### src/rtl/alu_pkg.sv
// Shared definitions for the ALU and the two-port ALU sharing arbiter.
package alu_pkg;

  localparam int unsigned ALU_WIDTH = 32;
  localparam int unsigned ALU_OP_W  = 4;

  localparam logic [ALU_OP_W-1:0] ALU_ADD  = 4'b0000;
  localparam logic [ALU_OP_W-1:0] ALU_SUB  = 4'b0001;
  localparam logic [ALU_OP_W-1:0] ALU_OR   = 4'b0011;
  localparam logic [ALU_OP_W-1:0] ALU_SRL  = 4'b0110;
  localparam logic [ALU_OP_W-1:0] ALU_ANDI = 4'b1010;

  typedef enum logic [1:0] {
    IDLE = 2'd0,
    EXEC = 2'd1,
    RESP = 2'd2
  } state_e;

  typedef logic port_id_t;

endpackage

### src/rtl/alu.sv
// Combinational ALU; unsupported op codes pass src1 through unchanged.
module alu
  import alu_pkg::*;
#(
  parameter int unsigned WIDTH = ALU_WIDTH,
  parameter int unsigned OP_W  = ALU_OP_W
) (
  input  logic [WIDTH-1:0] src1,
  input  logic [WIDTH-1:0] src2,
  input  logic [OP_W-1:0]  alu_op,
  output logic [WIDTH-1:0] alu_result,
  output logic             zero
);

  localparam int unsigned SH_W = $clog2(WIDTH);

  always_comb begin
    alu_result = src1;
    case (alu_op)
      OP_W'(ALU_ADD):  alu_result = src1 + src2;
      OP_W'(ALU_SUB):  alu_result = src1 - src2;
      OP_W'(ALU_OR):   alu_result = src1 | src2;
      OP_W'(ALU_SRL):  alu_result = src1 >> src2[SH_W-1:0];
      OP_W'(ALU_ANDI): alu_result = src1 & src2;
      default:         alu_result = src1;
    endcase
    zero = (alu_result == '0);
  end

endmodule

### src/rtl/alu_share_arbiter.sv
// Round-robin sharing of one ALU between two valid/ready requesters.
// Operands are captured before the ALU and the result is captured after it.
module alu_share_arbiter
  import alu_pkg::*;
#(
  parameter int unsigned WIDTH = ALU_WIDTH,
  parameter int unsigned OP_W  = ALU_OP_W
) (
  input  logic             clk,
  input  logic             rst,
  input  logic             p0_req_valid,
  output logic             p0_req_ready,
  input  logic [WIDTH-1:0] p0_src1,
  input  logic [WIDTH-1:0] p0_src2,
  input  logic [OP_W-1:0]  p0_op,
  output logic             p0_rsp_valid,
  input  logic             p0_rsp_ready,
  input  logic             p1_req_valid,
  output logic             p1_req_ready,
  input  logic [WIDTH-1:0] p1_src1,
  input  logic [WIDTH-1:0] p1_src2,
  input  logic [OP_W-1:0]  p1_op,
  output logic             p1_rsp_valid,
  input  logic             p1_rsp_ready,
  output logic [WIDTH-1:0] rsp_result,
  output logic             rsp_zero
);

  state_e           state_q, state_d;
  port_id_t         owner_q, owner_d;
  port_id_t         last_grant_q, last_grant_d;
  logic [WIDTH-1:0] src1_q, src1_d;
  logic [WIDTH-1:0] src2_q, src2_d;
  logic [OP_W-1:0]  op_q, op_d;
  logic [WIDTH-1:0] rsp_result_q, rsp_result_d;
  logic             rsp_zero_q, rsp_zero_d;
  logic             p0_rsp_valid_q, p0_rsp_valid_d;
  logic             p1_rsp_valid_q, p1_rsp_valid_d;

  logic [WIDTH-1:0] alu_result;
  logic             alu_zero;
  port_id_t         winner;
  logic             owner_rsp_ready;

  alu #(
    .WIDTH (WIDTH),
    .OP_W  (OP_W)
  ) u_alu (
    .src1       (src1_q),
    .src2       (src2_q),
    .alu_op     (op_q),
    .alu_result (alu_result),
    .zero       (alu_zero)
  );

  // Tie goes to the port that did not win last time.
  always_comb begin
    winner = 1'b0;
    if (p0_req_valid && p1_req_valid) begin
      winner = ~last_grant_q;
    end else if (p1_req_valid) begin
      winner = 1'b1;
    end
  end

  assign p0_req_ready    = (state_q == IDLE) && p0_req_valid && (winner == 1'b0);
  assign p1_req_ready    = (state_q == IDLE) && p1_req_valid && (winner == 1'b1);
  assign owner_rsp_ready = owner_q ? p1_rsp_ready : p0_rsp_ready;

  always_comb begin
    state_d        = state_q;
    owner_d        = owner_q;
    last_grant_d   = last_grant_q;
    src1_d         = src1_q;
    src2_d         = src2_q;
    op_d           = op_q;
    rsp_result_d   = rsp_result_q;
    rsp_zero_d     = rsp_zero_q;
    p0_rsp_valid_d = p0_rsp_valid_q;
    p1_rsp_valid_d = p1_rsp_valid_q;

    case (state_q)
      IDLE: begin
        if (p0_req_valid || p1_req_valid) begin
          state_d      = EXEC;
          owner_d      = winner;
          last_grant_d = winner;
          src1_d       = winner ? p1_src1 : p0_src1;
          src2_d       = winner ? p1_src2 : p0_src2;
          op_d         = winner ? p1_op   : p0_op;
        end
      end
      EXEC: begin
        state_d        = RESP;
        rsp_result_d   = alu_result;
        rsp_zero_d     = alu_zero;
        p0_rsp_valid_d = (owner_q == 1'b0);
        p1_rsp_valid_d = (owner_q == 1'b1);
      end
      RESP: begin
        if (owner_rsp_ready) begin
          state_d        = IDLE;
          p0_rsp_valid_d = 1'b0;
          p1_rsp_valid_d = 1'b0;
        end
      end
      default: begin
        state_d        = IDLE;
        p0_rsp_valid_d = 1'b0;
        p1_rsp_valid_d = 1'b0;
      end
    endcase
  end

  always_ff @(posedge clk or posedge rst) begin
    if (rst) begin
      state_q        <= IDLE;
      owner_q        <= 1'b0;
      last_grant_q   <= 1'b1;
      src1_q         <= '0;
      src2_q         <= '0;
      op_q           <= '0;
      rsp_result_q   <= '0;
      rsp_zero_q     <= 1'b0;
      p0_rsp_valid_q <= 1'b0;
      p1_rsp_valid_q <= 1'b0;
    end else begin
      state_q        <= state_d;
      owner_q        <= owner_d;
      last_grant_q   <= last_grant_d;
      src1_q         <= src1_d;
      src2_q         <= src2_d;
      op_q           <= op_d;
      rsp_result_q   <= rsp_result_d;
      rsp_zero_q     <= rsp_zero_d;
      p0_rsp_valid_q <= p0_rsp_valid_d;
      p1_rsp_valid_q <= p1_rsp_valid_d;
    end
  end

  assign p0_rsp_valid = p0_rsp_valid_q;
  assign p1_rsp_valid = p1_rsp_valid_q;
  assign rsp_result   = rsp_result_q;
  assign rsp_zero     = rsp_zero_q;

endmodule

### config.mk
export PLATFORM = sky130hd
export DESIGN_NAME = alu_share_arbiter
export DESIGN_NICKNAME = d
export VERILOG_FILES = /design/src/rtl/alu_pkg.sv /design/src/rtl/alu.sv /design/src/rtl/alu_share_arbiter.sv
export SDC_FILE = /design/constraint.sdc
export NUM_CORES = 1
export LEC_CHECK = 0
export BUFFER_PORTS_ARGS = -buffer_cell sky130_fd_sc_hd__clkbuf_2
export CORE_MARGIN = 4
export CORE_UTILIZATION = 63
export CTS_CLUSTER_SIZE = 16
export DETAILED_ROUTE_END_ITERATION = 8
export HOLD_SLACK_MARGIN = 0.05
export PLACE_DENSITY = 0.9
export SETUP_SLACK_MARGIN = 0.4
export SLEW_MARGIN = 40
export SYNTH_ARGS = -nofsm -noshare
export SYNTH_HDL_FRONTEND = slang
export SYNTH_HIERARCHICAL = 1
export SYNTH_SLANG_ARGS = --single-unit
### constraint.sdc
create_clock -name clk -period 14.01 [get_ports clk]
set_clock_uncertainty 0.2 [all_clocks]
set_input_delay 2.1015 -clock clk [delete_from_list [all_inputs] [get_ports clk]]
set_output_delay 2.1015 -clock clk [all_outputs]
set_load 0.05 [all_outputs]
==> Word level (Yosys, flattened, before mapping) <==
Index checks and enable logic that the tools add are counted.
{ "totals": {"output_inout_bits": 37, "regBits": 107, "inputBits": 142, "wordCells": 52} }
{ "op_classes": {"add_sub_neg": 2, "reduce_logical": 12, "n_shift": 1, "eq_ne": 8, "muxes": 13, "bitwise_logic": 6} }
{ "op_table": {"columns": ["cell", "count"], "rows": [
  ["$pmux 32 s5", 1],
  ["$mux 32", 2],
  ["$add 32x32->32", 1],
  ["$and 32x32->32", 1],
  ["$logic_not 32->1", 1],
  ["$or 32x32->32", 1],
  ["$shr 32x5->32", 1],
  ["$sub 32x32->32", 1],
  ["$pmux 1 s3", 2],
  ["$pmux 2 s3", 1],
  ["$reduce_and 2->1", 3],
  ["$logic_and 1x1->1", 5],
  ["$eq 4x1->1 const B", 1],
  ["$eq 4x2->1 const B", 1],
  ["$eq 4x3->1 const B", 1],
  ["$eq 4x4->1 const B", 1],
  ["$logic_not 4->1", 1],
  ["$mux 1", 4],
  ["$mux 2", 2],
  ["$mux 4", 1],
  ["$not 1->1", 4],
  ["$eq 2x1->1 const B", 1],
  ["$eq 2x2->1 const B", 1],
  ["$logic_not 2->1", 1],
  ["other kinds (3)", 3]
]} }

==> Longest topological paths before layout <==
Gate-level depths: netlist of the first run.
{ "logic_depth": {"ltp_word": 4, "depth_mapped": 23, "ltp_nobuf": 21} }

==> By module <==
The synthesis of the first run kept the hierarchy.
{ "by_module_without_submodules": {"columns": ["module", "n_inst", "area_per_inst_um2", "cells_per_inst"], "rows": [
  ["alu", 1, 5677.9, 783],
  ["alu_share_arbiter", 1, 5442.7, 315]
]} }

==> Least setup slack after synthesis of the first run <==
No wires, ideal clock.
{ "synth_path": {"kind": "input -> output", "from": "input port p1_req_valid", "to": "output port p1_req_ready", "path_buffers": 2, "cell_stages": 4, "required_time_ps": 11708, "t_arrival_ps": 3668, "setup_slack_ps": 8040, "path_cell_list": "a21bo_1 buf_6 buf_6 nor3_1"} }
{ "synth_between": {"elab_chain_cells": 3} }
{ "synth_rtl": {"columns": ["element", "line_no", "text"], "rows": [
  ["start, declared", "alu_share_arbiter.sv:18", "input logic p1_req_valid,"],
  ["$mux 1 / $logic_and 1x1->1 (equally long branches)", "alu_share_arbiter.sv:61, alu_share_arbiter.sv:59", null],
  ["$mux 1", "alu_share_arbiter.sv:59", "if (p0_req_valid && p1_req_valid) begin"],
  ["$logic_and 1x1->1 (*)", "alu_share_arbiter.sv:67", "assign p1_req_ready = (state_q == IDLE) && p1_req_valid && (winner == 1'b1);"],
  ["end, declared", "alu_share_arbiter.sv:19", "output logic p1_req_ready,"]
]} }
Mark *: on every way between the ends. The rest lies on a longest branch, timed or not.

==> Worst setup path in the final report of the first run <==
{ "layout_path": {"from": "register src2_q[2]", "to": "register rsp_zero_q, in the netlist rsp_zero"} }
{ "layout_between": {"elab_chain_cells": 3} }
{ "layout_rtl": {"columns": ["element", "line_no", "text"], "rows": [
  ["start, declared", "alu_share_arbiter.sv:33", "logic [WIDTH-1:0] src2_q, src2_d;"],
  ["start signal, assigned", "alu_share_arbiter.sv:132", "src2_q <= src2_d;"],
  ["$sub 32x32->32 (tied with other cells)", "alu.sv:21", "OP_W'(ALU_SUB): alu_result = src1 - src2;"],
  ["$pmux 32 s5 (*)", "alu.sv:19", "case (alu_op)"],
  ["net alu_result[27]", "alu_share_arbiter.sv:40", "logic [WIDTH-1:0] alu_result;"],
  ["$logic_not 32->1 (*)", "alu.sv:27", "zero = (alu_result == '0);"],
  ["net alu_zero", "alu_share_arbiter.sv:41", "logic alu_zero;"],
  ["end signal, assigned", "alu_share_arbiter.sv:135", "rsp_zero_q <= rsp_zero_d;"],
  ["end, declared", "alu_share_arbiter.sv:36", "logic rsp_zero_q, rsp_zero_d;"]
]} }
Mark *: on every way through the listed nets, which the timed path passes. The rest lies on a longest branch.
A chain may end at the register's enable or synchronous reset.

==> results of run 1 <==
## cells by family after synthesis
group / after synthesis / synth area share (%)
flip-flops: 107 / 24.1
XOR/XNOR: 42 / 3.38
buffers and inverters: 98 / 5.11
AO/OA/AOI/OAI: 288 / 17.5
multiplexers: 245 / 32.9
adder cells (fa/ha/maj): 35 / 4.01
AND/OR/NAND/NOR: 283 / 13.0
## per-layer routing
layer	vias to the layer above	part of all wire [%]
li1	4452	-
met1	4817	41
met2	766	43
met3	102	13
met4	0	3.1
met5	-	0
## cells in the final DEF (no fill, tap or decap), drive strengths merged, types with 8 or more instances in the layout
cell type,netlist,routed
a211o,9,9
a21o,26,26
a21oi,72,72
a221oi,12,12
a31oi,12,12
and3,8,8
buf,46,13
clkbuf,27,188
dfrtp,106,106
ha,34,34
inv,24,26
mux2,177,177
mux2i,30,30
mux4,38,38
nand2,93,93
nand2b,10,10
nand3,23,23
nand3b,8,8
nand4,10,10
nor2,56,56
nor2b,8,8
nor3,20,20
nor4,11,11
o211ai,8,8
o21a,11,11
o21ai,56,56
o21bai,8,8
or3,9,9
xnor2,17,17
xor2,25,25
## worst register-to-register path: cells and delay by family, from the launching register on
| family | cells | cell delay [ps] |
|---|---|---|
| compound gates | 6 | 1280 |
| fa+ha+maj | 1 | 360 |
| xor+xnor | 1 | 160 |
| buf+inv | 2 | 770 |
| simple gates | 9 | 2560 |
| flops | 1 | 370 |
| mux | 1 | 180 |
## per-stage QoR
stage / setup slack, ps / instances / hold WS (ps) / util [%]
finish: 8050 / 1456 / 303 / 71.0
detailed placement: 8280 / 1441 / 292 / 69.2
global placement: 8350 / 1441 / 288 / 69.2
CTS: 8230 / 1456 / 309 / 70.9
global route: 7560 / 1456 / 322 / 71.0
floorplan: 8040 / 1098 / 276 / -
## state kept, by name (all words and copies together), names as in the netlist
name	cells
p0_rsp_valid	1
state_q	2
p1_rsp_valid	1
owner_q	1
rsp_result	32
rsp_zero	1
op_q	4
src1_q	32
last_grant_q	1
src2_q	32
## area by class of cell
| cell class | instances | area (sq um) | share of cell area (%) |
|---|---|---|---|
| Tap cell | 225 | 282 | 2.29 |
| Timing Repair Buffer | 191 | 996 | 8.11 |
| Clock buffer | 10 | 229 | 1.87 |
| Sequential cell | 107 | 2680 | 21.8 |
| Clock inverter | 5 | 62.6 | 0.510 |
| Multi-Input combinational cell | 893 | 7930 | 64.6 |
| Inverter | 25 | 96.3 | 0.785 |
## worst min-delay path by stage
stage,endpoint,slack (ps),depth (start not counted)
2_1_floorplan,op_q[3]$_DFFE_PP0P_,280,1
4_1_cts,rsp_result[6]$_DFFE_PP0N_,310,1
6_report,rsp_result[1]$_DFFE_PP0N_,300,1
5_1_grt,rsp_result[21]$_DFFE_PP0N_,320,1
3_3_place_gp,rsp_result[1]$_DFFE_PP0N_,290,1
3_5_place_dp,rsp_result[6]$_DFFE_PP0N_,290,1
==> out/metrics.csv, run 1 <==
stage,metric,value,unit
run_status,status,"finished, final reports clean",
floorplanning,die area,0.0198,sq mm
synthesis,Synth Warn #,6,
critical_path,Crit path largest cell delay,520,ps
synthesis,"Seq/Total Area, Yosys",24.1,%
grt,largest net degree at the start of global routing,55,
placed_design,hpwl dp,26.6,mm
grt,GR met1 Demand/Resource,50.4,%
synthesis,Post-synth EDFFs,0,
clocking,Hold Buf Count CTS,0,
detailed_routing,DRC,0,
floorplanning,Ports,179,
floorplanning,core area,0.0173,sq mm
grt,global route overflow,0,
floorplanning,die height,141,um
grt,vias in the first global route,9677,
grt,GRT busiest layer,met2,
critical_path,CP max-delay cell,nor3_1,
clocking,setup bufs post-CTS,0,
min_path,hold_sp,rsp_result[1]$_DFFE_PP0N_,
critical_path,Worst R2R Start,src2_q[2]$_DFFE_PP0P_,
critical_path,crit path cell chain,buf_4 > inv_1 > nand2_1 > nor4_1 > nand2b_1 > nor3_1 > a21oi_1 > xnor2_1 > ha_1 > a21oi_1 > o21a_1 > o21ai_0 > o21bai_1 > or2_2 > a211o_1 > or3b_2 > nor4_4 > nand4_1 > nor4_2 > mux2_2,
detailed_routing,Iteration-0 DRC Markers,1397,
synthesis,Mapped Cells,1098,
cells_and_area,# nets final,1404,
placed_design,GPL Wtd Cong,1.03,
synthesis,Avg Inst Size Synth,10.1,sq um
synthesis,Synth area leader,dfrtp_1,
grt,GR Layer Usage met2,51.4,%
sta,max-slew violation count,0,
floorplanning,Starting Density,64.3,%
critical_path,signal arrival time at the worst endpoint,6050,ps
sta,final setup TNS,0,ps
sta,Slew @ Worst Pin,925,ps
cells_and_area,area delta synth->final,10.4,%
clocking,CTS tree,yes,
critical_path,most frequent cell on the critical path,a21oi_1,
critical_path,CP Class,flop to flop,
floorplanning,Die W,141,um
clocking,H-Tree Depth,3,
critical_path,Worst Path Max Fanout,43,
synthesis,"count leader, synth",mux2_4,
sta,crit share post-route,42.5,%
sta,Max Freq,168,MHz
critical_path,family with the most delay on the worst path,simple AND/OR/NAND/NOR gates,
sta,Final setup viols,0,
sta,RSZ-0062 raised after global routing,false,
placed_design,Post-DP Area,0.0120,sq mm
critical_path,Critical Path Stages,20,
sta,Final Critical Period,5960,ps
clocking,worst skew pair latency,360,ps
run,Max Cap Viol,0,
detailed_routing,vias,10100,
grt,routing usage on met3,8.51,%
clocking,clock-pin slew on the worst setup and hold paths,70,ps
synthesis,syn_nets,1275,
critical_path,R2R cell count,20,
synthesis,"Top FF cell, synth",dfrtp_1,
cells_and_area,Finished Cell Area,0.0123,sq mm
synthesis,commonest cells in the netlist,"mux2_4, dfrtp_1, nand2_1, a21oi_1, nor2_1",
synthesis,synthesized flop and latch total,107,
clocking,clock sink count,107,
synthesis,share of the synthesized area in the top cell type,23.9,%
synthesis,post-synth cell types,84,
detailed_routing,Detailed Route WL,34.8,mm
critical_path,Worst Path Required,14100,ps
detailed_routing,drt via density,6.96,
critical_path,FF-to-FF End,rsp_zero$_DFFE_PP0N_,
cells_and_area,Ant. Diodes,0,
synthesis,"Async S/R FF share, synth",100,%
detailed_routing,wire per inst,23.9,um
sta,final hold vios,0,
grt,GR Util All Layers,34.7,%
grt,global-route wire length before repair,54.3,mm
sta,Rel. slew slack,38.3,%
grt,initial antenna violation count,0,
synthesis,synthesized area,0.0111,sq mm
critical_path,Crit. Startpoint,src2_q[2]$_DFFE_PP0P_,
critical_path,flop-to-flop setup slack,8050,ps
min_path,min-delay worst type,flop to flop,
clocking,CTS Buf Count,9,
detailed_routing,Pre-antenna DRT Iters,7,
placed_design,PortBufs,178,
synthesis,top post-synthesis cells by area,"dfrtp_1, mux2_4, mux4_2",
clocking,CTS root buf,clkbuf_16,
cells_and_area,filler instances,1294,
critical_path,critical path capture point type,flop,
clocking,CTS max path bufs,2,
detailed_routing,Final ANT Viol Nets,0,
cells_and_area,layout cells sized above 1,36.6,%
floorplanning,num rows,48,
critical_path,startpoint types,flop,
critical_path,end of the critical path,rsp_zero$_DFFE_PP0N_,
critical_path,CP bufs+invs,2,
clocking,post-cts resize count,0,
Power of run 1 is left out: the tool's default activity adds up to more than one toggle a clock period on the data nets, which glitch-free logic cannot reach.
==> run 2, diff against run 1 <==
--- a/config.mk
+++ b/config.mk
@@ -7,11 +7,11 @@
 export LEC_CHECK = 0
 export BUFFER_PORTS_ARGS = -buffer_cell sky130_fd_sc_hd__clkbuf_2
 export CORE_MARGIN = 4
-export CORE_UTILIZATION = 63
+export CORE_UTILIZATION = 53
 export CTS_CLUSTER_SIZE = 16
 export DETAILED_ROUTE_END_ITERATION = 8
 export HOLD_SLACK_MARGIN = 0.05
-export PLACE_DENSITY = 0.9
+export PLACE_DENSITY = 0.81
 export SETUP_SLACK_MARGIN = 0.4
 export SLEW_MARGIN = 40
 export SYNTH_ARGS = -nofsm -noshare
==> constraint.sdc (replaced) <==
create_clock -name clk -period 5.4 [get_ports clk]
set_clock_uncertainty 0.2 [all_clocks]
set_input_delay 0.81 -clock clk [delete_from_list [all_inputs] [get_ports clk]]
set_output_delay 0.81 -clock clk [all_outputs]
set_load 0.05 [all_outputs]
==> out/metrics.csv, run 2 (synthesis gave the netlist of run 1 again) <==
stage,metric,value,unit,change
grt,vias in the first global route,9660,,was 9677
cells_and_area,most frequent cells in the layout,"clkbuf_2, mux2_4, dfrtp_1, nand2_1, buf_4",,"was clkbuf_2, mux2_4, dfrtp_1, nand2_1, a21oi_1"
detailed_routing,DRC,0,,unchanged
critical_path,Worst Path Required,5510,ps,was 14100 ps
grt,GR Util All Layers,29.8,%,was 34.7%
critical_path,flop-to-flop setup slack,550,ps,was 8050 ps
cells_and_area,# nets final,1480,,was 1404
min_path,min-delay worst type,flop to flop,,unchanged
clocking,H-Tree Depth,3,,unchanged
critical_path,Worst Path Max Fanout,8,,was 43
clocking,clock sink count,107,,unchanged
cells_and_area,area delta synth->final,18.0,%,was 10.4%
cells_and_area,"commonest non-fill, non-tap cell in the layout",clkbuf_2,,unchanged
sta,Rel. slew slack,41.7,%,was 38.3%
sta,max-slew violation count,0,,unchanged
detailed_routing,drt via density,6.61,,was 6.96
critical_path,critical path capture point type,flop,,unchanged
run_status,status,"finished, final reports clean",,unchanged
cells_and_area,Ant. Diodes,0,,unchanged
sta,Final Critical Period,4850,ps,was 5960 ps
sta,Max Freq,206,MHz,was 168 MHz
detailed_routing,wire per inst,23.1,um,was 23.9 um
cells_and_area,layout cells sized above 1,43.1,%,was 36.6%
sta,final setup TNS,0,ps,unchanged
cells_and_area,Non-Filler Instances,1578,,was 1456
placed_design,PortBufs,178,,unchanged
detailed_routing,Final ANT Viol Nets,0,,unchanged
sta,Final setup viols,0,,unchanged
clocking,CTS tree,yes,,unchanged
placed_design,Post-DP Area,0.0124,sq mm,was 0.0120 sq mm
grt,initial antenna violation count,0,,unchanged
run,Max Cap Viol,0,,unchanged
grt,largest net degree at the start of global routing,58,,was 55
clocking,CTS max path bufs,2,,unchanged
detailed_routing,Iteration-0 DRC Markers,1383,,was 1397
placed_design,GPL Wtd Cong,1.05,,was 1.03
grt,global-route wire length before repair,55.8,mm,was 54.3 mm
placed_design,Inst Count DP,1537,,was 1441
critical_path,startpoint types,flop,,unchanged
sta,crit share post-route,89.9,%,was 42.5%
sta,final hold vios,0,,unchanged
detailed_routing,Detailed Route WL,36.4,mm,was 34.8 mm
detailed_routing,vias,10400,,was 10100
sta,hold_ws,306,ps,was 303 ps
grt,global route overflow,0,,unchanged
critical_path,signal arrival time at the worst endpoint,4960,ps,was 6050 ps
critical_path,CP Class,flop to flop,,unchanged
sta,Slew @ Worst Pin,875,ps,was 925 ps
floorplanning,Die W,153,um,was 141 um
clocking,CTS Buf Count,9,,unchanged
detailed_routing,Pre-antenna DRT Iters,6,,was 7
floorplanning,num rows,52,,was 48
floorplanning,core area,0.0204,sq mm,was 0.0173 sq mm
sta,RSZ-0062 raised after global routing,false,,unchanged
clocking,Hold Buf Count CTS,0,,unchanged
floorplanning,Starting Density,54.4,%,was 64.3%
floorplanning,Ports,179,,unchanged
cells_and_area,Finished Cell Area,0.0131,sq mm,was 0.0123 sq mm
clocking,clock-pin slew on the worst setup and hold paths,80,ps,was 70 ps
clocking,CTS root buf,clkbuf_16,,unchanged
placed_design,hpwl dp,27.3,mm,was 26.6 mm
floorplanning,die area,0.0234,sq mm,was 0.0198 sq mm
clocking,worst skew pair latency,370,ps,was 360 ps
floorplanning,die height,153,um,was 141 um
-- run 2: changes by cell type in the layout (fill, tap and decap cells not counted), moves of 5 or more --
cell	previous run	this run
a21oi_1	72	63
a21oi_2	0	7
buf_4	11	88
ha_1	34	28
o21ai_0	52	44
o21ai_2	1	6
-- run 2: metrics by stage --
stage | setup slack, ps | util, %
3_5_place_dp | 217 | 60.9
3_3_place_gp | 318 | 60.8
6_report | 547 | 64.3
4_1_cts | 405 | 63.1
2_1_floorplan | 423 | -
5_1_grt | 334 | 64.3
-- run 2: path summary, 6_finish.rpt --
check                                     startpoint                         to  depth (start not counted)
setup / recovery              src2_q[13]$_DFFE_PP0P_       rsp_zero$_DFFE_PP0N_                         18
hold / removal             rsp_result[8]$_DFFE_PP0N_  rsp_result[8]$_DFFE_PP0N_                          1
setup reg to reg              src2_q[13]$_DFFE_PP0P_       rsp_zero$_DFFE_PP0N_                         18
hold reg to reg            rsp_result[8]$_DFFE_PP0N_  rsp_result[8]$_DFFE_PP0N_                          1
max in group asynchronous                        rst      src2_q[1]$_DFFE_PP0P_                          3
min in group asynchronous                        rst      src1_q[2]$_DFFE_PP0P_                          2
-- run 2: cell type report --
class                   count  area, sq um
multi-input cells         893         8150
inverters                  25         96.3
fillers                  1663         7300
flip-flops and latches    107         2680
clock inverters             7         61.3
repair buffers            267         1570
clock buffers               9          225
well taps                 270          338
-- run 2: repair_timing --
item / CTS / global route
cloned: 0 / 0
buffers inserted: 10 / 15
setup endpoints to repair: 1 / 4
pin swaps: 7 / 24
resized for setup: 18 / 33
-- run 2: worst max-delay path: stages, from the launching register on --
cell	delay, ps
dfrtp_1	410
or3_4	400
or4_4	470
or3_4	390
buf_4	170
o31ai_1	230
xor2_1	310
ha_4	220
inv_1	80
a21oi_2	130
a21oi_1	60
a222oi_1	290
o21ai_1	150
a211o_1	290
or3b_4	410
nor4_4	130
nand4_1	130
nor4_2	150
mux2_4	170
-- run 2: routing by layer --
layer / up-vias / part of all wire, % / global-route usage (%)
met4: 0 / 3.2 / 9.21
li1: 4612 / - / -
met1: 5035 / 41 / 43.5
met3: 90 / 13 / 7.66
met2: 690 / 43 / 43.7
met5: - / 0 / 0
Power of run 2 is left out for the same reason.
